==> src/rtl/nanov_serial_alu_if.sv <==
// Operand, result and handshake bundle between the nanoV serial ALU and its
// surrounding core (sequencer plus register file).
interface nanov_serial_alu_if;
  logic       start;
  logic [3:0] op;
  logic [4:0] shamt;
  logic       data_rs1;
  logic       data_rs2;
  logic [4:0] counter;
  logic       data_rd;
  logic       wr_en;
  logic       busy;
  logic       done;
  logic       zero;

  modport master (
    output start, op, shamt, data_rs1, data_rs2,
    input  counter, data_rd, wr_en, busy, done, zero
  );

  modport slave (
    input  start, op, shamt, data_rs1, data_rs2,
    output counter, data_rd, wr_en, busy, done, zero
  );
endinterface

==> src/rtl/nanov_serial_alu.sv <==
// Bit-serial RV32E execute unit: single 32-cycle pass for add/sub/logic ops,
// capture pass plus emit pass for shifts and set-less-than.
module nanov_serial_alu (
  input  logic              clk,
  input  logic              rstn,
  nanov_serial_alu_if.slave bus
);
  localparam logic [3:0] OP_ADD  = 4'd0;
  localparam logic [3:0] OP_SUB  = 4'd1;
  localparam logic [3:0] OP_AND  = 4'd2;
  localparam logic [3:0] OP_OR   = 4'd3;
  localparam logic [3:0] OP_XOR  = 4'd4;
  localparam logic [3:0] OP_SLT  = 4'd5;
  localparam logic [3:0] OP_SLTU = 4'd6;
  localparam logic [3:0] OP_SLL  = 4'd7;
  localparam logic [3:0] OP_SRL  = 4'd8;
  localparam logic [3:0] OP_SRA  = 4'd9;

  typedef enum logic [1:0] {IDLE, RUN, CAPTURE, EMIT} state_t;

  state_t      state_reg;
  logic [4:0]  counter_reg;
  logic [3:0]  op_reg;
  logic [4:0]  shamt_reg;
  logic        carry_reg;
  logic [31:0] shift_buf_reg;
  logic        flag_reg;
  logic        ones_reg;
  logic        busy_reg;
  logic        wr_en_reg;
  logic        done_reg;
  logic        zero_reg;

  logic        b_eff;
  logic        sum_bit;
  logic        carry_next;
  logic [4:0]  src_dn;
  logic [5:0]  src_up;
  logic        emit_bit;
  logic        rd_bit;

  // SUB and both compares run a + ~b + 1 through the same serial adder.
  always_comb begin
    b_eff      = bus.data_rs2 ^ ((op_reg == OP_SUB) || (op_reg == OP_SLT) || (op_reg == OP_SLTU));
    sum_bit    = bus.data_rs1 ^ b_eff ^ carry_reg;
    carry_next = (bus.data_rs1 & b_eff) | (carry_reg & (bus.data_rs1 ^ b_eff));
    src_dn     = counter_reg - shamt_reg;
    src_up     = {1'b0, counter_reg} + {1'b0, shamt_reg};

    emit_bit = 1'b0;
    case (op_reg)
      OP_SLT, OP_SLTU: emit_bit = (counter_reg == 5'd0) ? flag_reg : 1'b0;
      OP_SLL:          emit_bit = (counter_reg >= shamt_reg) ? shift_buf_reg[src_dn] : 1'b0;
      OP_SRL:          emit_bit = !src_up[5] ? shift_buf_reg[src_up[4:0]] : 1'b0;
      OP_SRA:          emit_bit = !src_up[5] ? shift_buf_reg[src_up[4:0]] : shift_buf_reg[31];
      default:         emit_bit = 1'b0;
    endcase

    rd_bit = 1'b0;
    if (state_reg == RUN) begin
      case (op_reg)
        OP_ADD, OP_SUB: rd_bit = sum_bit;
        OP_AND:         rd_bit = bus.data_rs1 & bus.data_rs2;
        OP_OR:          rd_bit = bus.data_rs1 | bus.data_rs2;
        OP_XOR:         rd_bit = bus.data_rs1 ^ bus.data_rs2;
        default:        rd_bit = 1'b0;
      endcase
    end else if (state_reg == EMIT) begin
      rd_bit = emit_bit;
    end
  end

  always_ff @(posedge clk or negedge rstn) begin
    if (!rstn) begin
      state_reg     <= IDLE;
      counter_reg   <= 5'd0;
      op_reg        <= OP_ADD;
      shamt_reg     <= 5'd0;
      carry_reg     <= 1'b0;
      shift_buf_reg <= 32'd0;
      flag_reg      <= 1'b0;
      ones_reg      <= 1'b0;
      busy_reg      <= 1'b0;
      wr_en_reg     <= 1'b0;
      done_reg      <= 1'b0;
      zero_reg      <= 1'b0;
    end else begin
      done_reg <= 1'b0;
      case (state_reg)
        IDLE: begin
          if (bus.start) begin
            op_reg      <= bus.op;
            shamt_reg   <= bus.shamt;
            counter_reg <= 5'd0;
            carry_reg   <= (bus.op == OP_SUB) || (bus.op == OP_SLT) || (bus.op == OP_SLTU);
            flag_reg    <= 1'b0;
            ones_reg    <= 1'b0;
            zero_reg    <= 1'b0;
            busy_reg    <= 1'b1;
            if ((bus.op >= OP_SLT) && (bus.op <= OP_SRA)) begin
              state_reg <= CAPTURE;
              wr_en_reg <= 1'b0;
            end else begin
              state_reg <= RUN;
              wr_en_reg <= 1'b1;
            end
          end
        end
        CAPTURE: begin
          shift_buf_reg <= {bus.data_rs1, shift_buf_reg[31:1]};
          carry_reg     <= carry_next;
          counter_reg   <= counter_reg + 5'd1;
          if (counter_reg == 5'd31) begin
            // Signed compare: differing signs decide directly, else the difference sign.
            if (op_reg == OP_SLT)
              flag_reg <= (bus.data_rs1 != bus.data_rs2) ? bus.data_rs1 : sum_bit;
            else
              flag_reg <= ~carry_next;
            state_reg <= EMIT;
            wr_en_reg <= 1'b1;
          end
        end
        RUN, EMIT: begin
          carry_reg   <= carry_next;
          ones_reg    <= ones_reg | rd_bit;
          counter_reg <= counter_reg + 5'd1;
          if (counter_reg == 5'd31) begin
            state_reg <= IDLE;
            busy_reg  <= 1'b0;
            wr_en_reg <= 1'b0;
            done_reg  <= 1'b1;
            zero_reg  <= ~(ones_reg | rd_bit);
          end
        end
        default: state_reg <= IDLE;
      endcase
    end
  end

  assign bus.counter = counter_reg;
  assign bus.data_rd = rd_bit;
  assign bus.wr_en   = wr_en_reg;
  assign bus.busy    = busy_reg;
  assign bus.done    = done_reg;
  assign bus.zero    = zero_reg;
endmodule

==> src/flat_wrapper.sv <==
// flat-port wrapper written by rule: the top's interface ports become plain ports
module nanov_serial_alu_flat 
  (clk, rstn, bus_start, bus_op, bus_shamt, bus_data_rs1, bus_data_rs2, bus_counter, bus_data_rd, bus_wr_en, bus_busy, bus_done, bus_zero);
  nanov_serial_alu_if bus_i ();
  input  logic clk;
  input  logic rstn;
  input wire logic [$bits(bus_i.start)-1:0] bus_start;
  input wire logic [$bits(bus_i.op)-1:0] bus_op;
  input wire logic [$bits(bus_i.shamt)-1:0] bus_shamt;
  input wire logic [$bits(bus_i.data_rs1)-1:0] bus_data_rs1;
  input wire logic [$bits(bus_i.data_rs2)-1:0] bus_data_rs2;
  output wire logic [$bits(bus_i.counter)-1:0] bus_counter;
  output wire logic [$bits(bus_i.data_rd)-1:0] bus_data_rd;
  output wire logic [$bits(bus_i.wr_en)-1:0] bus_wr_en;
  output wire logic [$bits(bus_i.busy)-1:0] bus_busy;
  output wire logic [$bits(bus_i.done)-1:0] bus_done;
  output wire logic [$bits(bus_i.zero)-1:0] bus_zero;
  assign bus_i.start = bus_start;
  assign bus_i.op = bus_op;
  assign bus_i.shamt = bus_shamt;
  assign bus_i.data_rs1 = bus_data_rs1;
  assign bus_i.data_rs2 = bus_data_rs2;
  assign bus_counter = bus_i.counter;
  assign bus_data_rd = bus_i.data_rd;
  assign bus_wr_en = bus_i.wr_en;
  assign bus_busy = bus_i.busy;
  assign bus_done = bus_i.done;
  assign bus_zero = bus_i.zero;
  nanov_serial_alu u_core (.clk(clk), .rstn(rstn), .bus(bus_i));
endmodule
==> config.mk <==
export PLATFORM = sky130hd
export DESIGN_NAME = nanov_serial_alu_flat
export DESIGN_NICKNAME = d
export VERILOG_FILES = /design/src/rtl/nanov_serial_alu_if.sv /design/src/rtl/nanov_serial_alu.sv /design/src/flat_wrapper.sv
export SDC_FILE = /design/constraint.sdc
export NUM_CORES = 1
export LEC_CHECK = 0
export ABC_AREA = 1
export CAP_MARGIN = 20
export CORE_MARGIN = 5
export CORE_UTILIZATION = 35
export DETAILED_ROUTE_END_ITERATION = 12
export PLACE_DENSITY = 0.51
export SLEW_MARGIN = 20
export SYNTH_ARGS = -nofsm -noshare
export SYNTH_HDL_FRONTEND = slang
export SYNTH_SLANG_ARGS = --single-unit
==> constraint.sdc <==
create_clock -name clk -period 3.15 [get_ports clk]
set_input_delay 0.315 -clock clk [delete_from_list [all_inputs] [get_ports clk]]
set_output_delay 0.315 -clock clk [all_outputs]
set_load 0.03 [all_outputs]
==> flow_summary_export.csv <==
group,metric,value,unit
cts,clock_latency,310,ps
setup_path,cp-startpoint,"u_core.bus.counter[0]",
floorplan,start_util,0.360,
setup_path,timing.critical_path.buf_inv,4,
logic_synthesis,ys_types,35,
setup_path,r2r_cells,16,
cts,htree_levels,2,
logic_synthesis,async_flop_share,1.00,
setup_path,end_kind,"output port",
logic_synthesis,ys_warn_count,0,
setup_path,worstPathCellList,"inv_2 > ha_1 > inv_1 > fa_2 > buf_6 > nand3_1 > nand2_1 > nand2_1 > nand3_1 > nand3_1 > nand3_2 > nand3_2 > nand2_2 > nand2_1 > buf_4",
global_route,antenna_found_initial,0,
global_route,grt_pass1_wl,13400,um
drt,ant_nets,0,
logic_synthesis,synth-compound-area-share,0.0873,
setup_path,reg2reg_to,"u_core.ones_reg",
cts,cts-root-buf,"clkbuf_8",
global_route,grt_overflow,0,
cts,cts_tree,"yes",
cts,cts_buffers,5,
drt,routed_wl,7840,um
layout,diodes,0,
sta,rsz0062_at_grt,"false",
cts,clk_path_buf_depth,2,
setup_path,crit_family,"adder cells",
sta,finalHoldViolCount,0,
drt,drt_iter0_markers,162,
setup_path,ff2ff_setup_slack,730,ps
run,maxCapViolCount,0,
sta,finalSetupViolCount,0,
logic_synthesis,syn-mean-instance-area,7.34,um2
logic_synthesis,synth_nets,485,
logic_synthesis,synth-seq-cells,54,
logic_synthesis,synth-simple-area-share,0.327,
setup_path,max_stage_delay,630,ps
setup_path,cp.depth,15,
placement,gp_congestion,0.855,
floorplan,die_h,107,um
floorplan,rows,35,
setup_path,slowest_stage,"fa_2",
logic_synthesis,synth_area,3320,um2
setup_path,endpoint,"bus_data_rd",
logic_synthesis,synth_edf_count,0,
worst_hold_path,holdCritPathClass,"input pin to async pin",
logic_synthesis,synth_top_flop_cell,"dfrtp_1",
pwr,power.density,1200,nW/um2
logic_synthesis,synth_common_cells,"nand2_1 (176), dfrtp_1 (54), nand3_1 (54), inv_1 (43), o21ai_0 (30)",
cts,cts_hold_buf,0,
placement,io_buffers,23,
cts,cts_sinks,54,
logic_synthesis,syn-instance-count,453,
sta,slew_headroom,0.371,
setup_path,cp-start-kind,"flip-flop",
sta,fin_tns_setup,0,ps
layout,layout-drive-gt1-share,0.0919,
setup_path,cp_max_fo,7,
pwr,leakage,1.90,nW
global_route,grt.total_usage,0.143,
layout,layout.nets,510,
logic_synthesis,synth_top_cell_by_area,"dfrtp_1",
logic_synthesis,synth_adder_area_share,0.0745,
logic_synthesis,synth_xor_area_frac,0.0237,
logic_synthesis,yosys-mux-area-fraction,0,
drt,drc,0,
pwr,ir_drop,423,uV
setup_path,crit_required,2830,ps
sta,tightest_slew,943,ps
global_route,grt_pass1_vias,2742,
logic_synthesis,yosysMostFrequentCell,"nand2_1",
floorplan,pin_count,24,
layout,fillCellCount,969,
drt,via_per_inst,4.74,
floorplan,core-area,9240,um2
outcome,status,"completed",
logic_synthesis,synth_top_family_by_area,"simple AND/OR/NAND/NOR gates",
placement,hpwl,5870,um
layout,largest_reg_flops,32,
setup_path,cp.arrival,2670,ps
logic_synthesis,synth.top_cell.area_share,0.407,
sta,min_period,2980,ps
cts,clk_pin_slew_worst_paths,100,ps
sta,finalCritPeriodShare,0.947,
drt,route.vias.total,2882,
logic_synthesis,synth_area_leaders,"dfrtp_1 (41%), nand2_1 (20%), nand3_1 (8.1%)",
sta,max_freq,0.335,GHz
floorplan,fp.dieArea,11500,um2
layout,synthToLayoutAreaGrowth,14.8,%
setup_path,reg2reg_from,"u_core.bus.counter[0]",
pwr,power,4.57,mW
global_route,grt_max_degree,34,
floorplan,die_w,107,um
setup_path,path_class,"flip-flop to output port",
layout,fin_util,0.413,
sta,report.final.slew_viol_count,0,
sta,clock_skew,8.06,ps
logic_synthesis,ys_seq_area_frac,0.407,
drt,routedWlPerCell,12.9,um
drt,dr.pass1.iters,4,
==> metal layers <==
layer  GRT usage  wire, um  vias to the layer above
met5           0         0                        -
met4      0.0325        78                        0
met3      0.0276       330                        7
met2       0.224      3530                       63
met1       0.205      3900                     1324
li1            -         -                     1488
==> cell type report <==
type,count,area (um2),area share
Multi-Input combinational cell,335,1720,0.451
Sequential cell,54,1350,0.354
Timing Repair Buffer,33,302,0.0790
Inverter,49,189,0.0495
Tap cell,129,161,0.0423
Clock buffer,7,86.3,0.0226
Clock inverter,1,5.00,0.00131
==> kinds of logic after synthesis <==
kind of cell             Yosys count
AND/OR/NAND/NOR                  260
buffers and inverters             64
flip-flops                        54
AO/OA/AOI/OAI                     51
adder cells (fa/ha/maj)           18
XOR/XNOR                           6
==> report_power, final <==
| part | internal, mW | leakage [nW] | total [mW] | switching [mW] |
|---|---|---|---|---|
| sequential | 0.895 | 0.701 | 1.08 | 0.190 |
| combinational | 1.15 | 1.15 | 3.07 | 1.92 |
| clock | 0.178 | 0.0482 | 0.415 | 0.236 |
==> worst reg2reg max path: cells and delay by family, from the launching register on <==
kind | cells | cell delay (ps)
DFF | 1 | 440
buffers and inverters | 4 | 330
and+or+nand+nor | 10 | 800
adders and majority gates | 2 | 760
==> per-stage QoR <==
stage / instance area (um2) / setup slack [ps] / hold WS [ps] / std cells
floorplan: 3320 / 419 / 19.4 / 453
global placement: 3680 / 346 / 449 / 597
detailed placement: 3680 / 357 / 454 / 597
CTS: 3770 / 106 / 116 / 605
global route: 3820 / 0.479 / 160 / 608
finish: 3820 / 166 / 96.7 / 608
==> what timing repair did <==
| item | 4_1_cts | 5_1_grt |
|---|---|---|
| gates resized for setup | 1 | 8 |
| setup endpoints to repair | 1 | 1 |
| setup buffers | 0 | 3 |
| pin swaps | 0 | 2 |
==> cell usage in the layout, fill, tap and decap left out, drive strengths merged <==
cell / count
buf: 12
a21oi: 13
nand3b: 2
nor3: 3
nand2: 180
or2: 1
nor2: 15
clkinv: 1
inv: 49
o21ai: 31
o2bb2ai: 1
fa: 3
o21a: 1
dfrtp: 54
a31oi: 1
o211ai: 3
clkdlybuf4s50: 21
clkbuf: 7
o22ai: 1
nand3: 55
nand4: 4
xor2: 5
ha: 15
xnor2: 1
==> how the worst min path moves through the flow <==
stage	startpoint	endpoint	slack (ps)	depth (start not counted)
floorplan	rstn	u_core.bus.busy	20	0
global placement	rstn	u_core.shift_buf_reg[10]	450	1
detailed placement	rstn	u_core.shift_buf_reg[7]	450	1
CTS	rstn	u_core.shamt_reg[1]	120	1
global route	rstn	u_core.shift_buf_reg[11]	160	1
finish	rstn	u_core.shift_buf_reg[11]	100	1
Note: power is estimated with default switching activity, not from simulation.
==> RTL edit, RTL diff (same settings) <==
Encoding of `state_t`: now one-hot (4 bits for 4 states).
--- a/src/rtl/nanov_serial_alu.sv
+++ b/src/rtl/nanov_serial_alu.sv
@@ -16,7 +16,7 @@
   localparam logic [3:0] OP_SRL  = 4'd8;
   localparam logic [3:0] OP_SRA  = 4'd9;
 
-  typedef enum logic [1:0] {IDLE, RUN, CAPTURE, EMIT} state_t;
+  typedef enum logic [3:0] {IDLE = 4'b0001, RUN = 4'b0010, CAPTURE = 4'b0100, EMIT = 4'b1000} state_t;
 
   state_t      state_reg;
   logic [4:0]  counter_reg;
Function: no difference found for any inputs over 10 cycles, from zero or initial values and one cycle with rstn low; not proved beyond that.
==> RTL edit against the original RTL <==
  * First-iteration DRC count rose by 12%
  * Setup slack improved by 0.0024 ns
  * Cell area rose by 8.8%
  * Power fell by 11%
  * Routed wire length rose by 10%
  * Die area rose by 5.9%
  * Maximum frequency barely moved
  * Area after synthesis rose by 6.5%
  * Highest routed layer unchanged
  * Sequential cell count rose by 3
  * Critical endpoint unchanged
  * Largest cell class unchanged
  * Utilization rose by 0.97 points
  * Sequential share of layout area fell by 1.0 points
==> RTL edit: results (changes against the original RTL) <==
The sequential share of cell area works out to 34.4% (-1.0 points). For the global placement routability congestion, the log shows 0.894 (+4.5%). The logs give 3890 um^2 (+5.6%) for the cell area after placement and 636 (+4.6%) for the count of placed standard cells in the final layout, fillers left out. The tools report the sequential cell area fraction in the yosys report as 40.3% (-0.32 points).

Combinational gate power: 2.39 mW (-22%). The post-CTS clock slew at the launch and capture registers of the worst setup and hold paths is 0.07 ns (-0.03 ns). Standard cell with the maximum stage delay on the critical path: sky130_fd_sc_hd__fa_1. The final clock skew was 0.00647 ns (-0.00159 ns); the internal power contribution was 2.10 mW (-5.3%). The synthesized netlist net count is 500 (+3.1%), and the CTS H-tree depth is 3 (+1).

By count the netlist is led by sky130_fd_sc_hd__nand2_1, sky130_fd_sc_hd__nand3_1, sky130_fd_sc_hd__inv_1, sky130_fd_sc_hd__dfrtp_1, sky130_fd_sc_hd__o21ai_0. The maximum net fanout on the critical path was 3 (-4); the via count of the first global-routing pass was 3,133 (+14%). In this design, the largest share of critical-path delay is due to simple AND/OR/NAND/NOR gates.

The delay of the slowest critical-path stage was 0.47 ns (-0.16 ns). The layout filler cell count was 1,047 (+8.0%). The quantity of hold-fixing buffers added after cts was 1 (+1); the area growth from synthesis to layout was 17.3%.

The run gives 58.8% (-8.4 points) as the combinational share of power. Number of signal-net buffers in the layout: 34 (+3.0%). Overall global routing resource usage: 14.8% (+0.47 points). The met1 routing resource usage after global routing was 21.0% (+0.45 points). The logs give 530 (+3.9%) for the number of nets in the final layout and 3870 um (+9.4%) for the wire length on met2. The static leakage power is 2.01 nW (+5.9%), and the met2 layer usage reported by global route is 22.4% (-0.060 points). After synthesis, the cell types taking the most area are sky130_fd_sc_hd__dfrtp_1, sky130_fd_sc_hd__nand2_1, sky130_fd_sc_hd__nand3_1. For the post-detailed-placement half-perimeter wirelength, the log shows 6530 um (+11%). The well-tap cell count was 133 (+3.1%). The run finished with clean final reports. The average size of a mapped cell is 7.56 um^2 (+3.1%), and the fraction of met3 tracks used by global routing is 3.61% (+0.85 points).

The logs give 39.1% (+2.0 points) for the worst relative slew slack and 9 (+4) for the total CTS buffers. The logs give 0.470 ns (+0.373 ns) for the worst hold margin and 617 (+3.4%) for the placed cell count. The share of the clock period used by the worst path was 94.6% (about the same); the proportion of final cell area spent on non-clock buffers was 7.60% (-0.30 points). The run gives 369 uV (-13%) as the highest ir drop seen on vdd.

For the worst setup slack after placement, the log shows 0.401 ns (+0.0440 ns). The run gives 0 (-1) as the count of instances resized after the clock tree is built. The wire length per cell after detailed routing was 13.6 um (+5.4%).
## RTL edit: cell types whose count changed in the layout (fill, tap and decap cells not counted), moves of 7 or more
cell | unedited run | this run
sky130_fd_sc_hd__nand2_1 | 176 | 132
sky130_fd_sc_hd__o21ai_0 | 30 | 50
sky130_fd_sc_hd__inv_1 | 42 | 55
sky130_fd_sc_hd__nor2_1 | 13 | 22
sky130_fd_sc_hd__nand3_1 | 52 | 60
sky130_fd_sc_hd__nand2_2 | 4 | 11
## RTL edit: kinds of logic (layout without fill, tap and decap cells)
| kind of cell | Yosys count | count (layout) | share of synthesized area [%] |
|---|---|---|---|
| AND/OR/NAND/NOR | 241 | 241 | 30.2 |
| adder cells (fa/ha/maj) | 18 | 18 | 7.00 |
| buffers and inverters | 76 | 111 | 9.51 |
| flip-flops | 57 | 57 | 40.3 |
| AO/OA/AOI/OAI | 68 | 68 | 10.7 |
| XOR/XNOR | 8 | 8 | 2.19 |
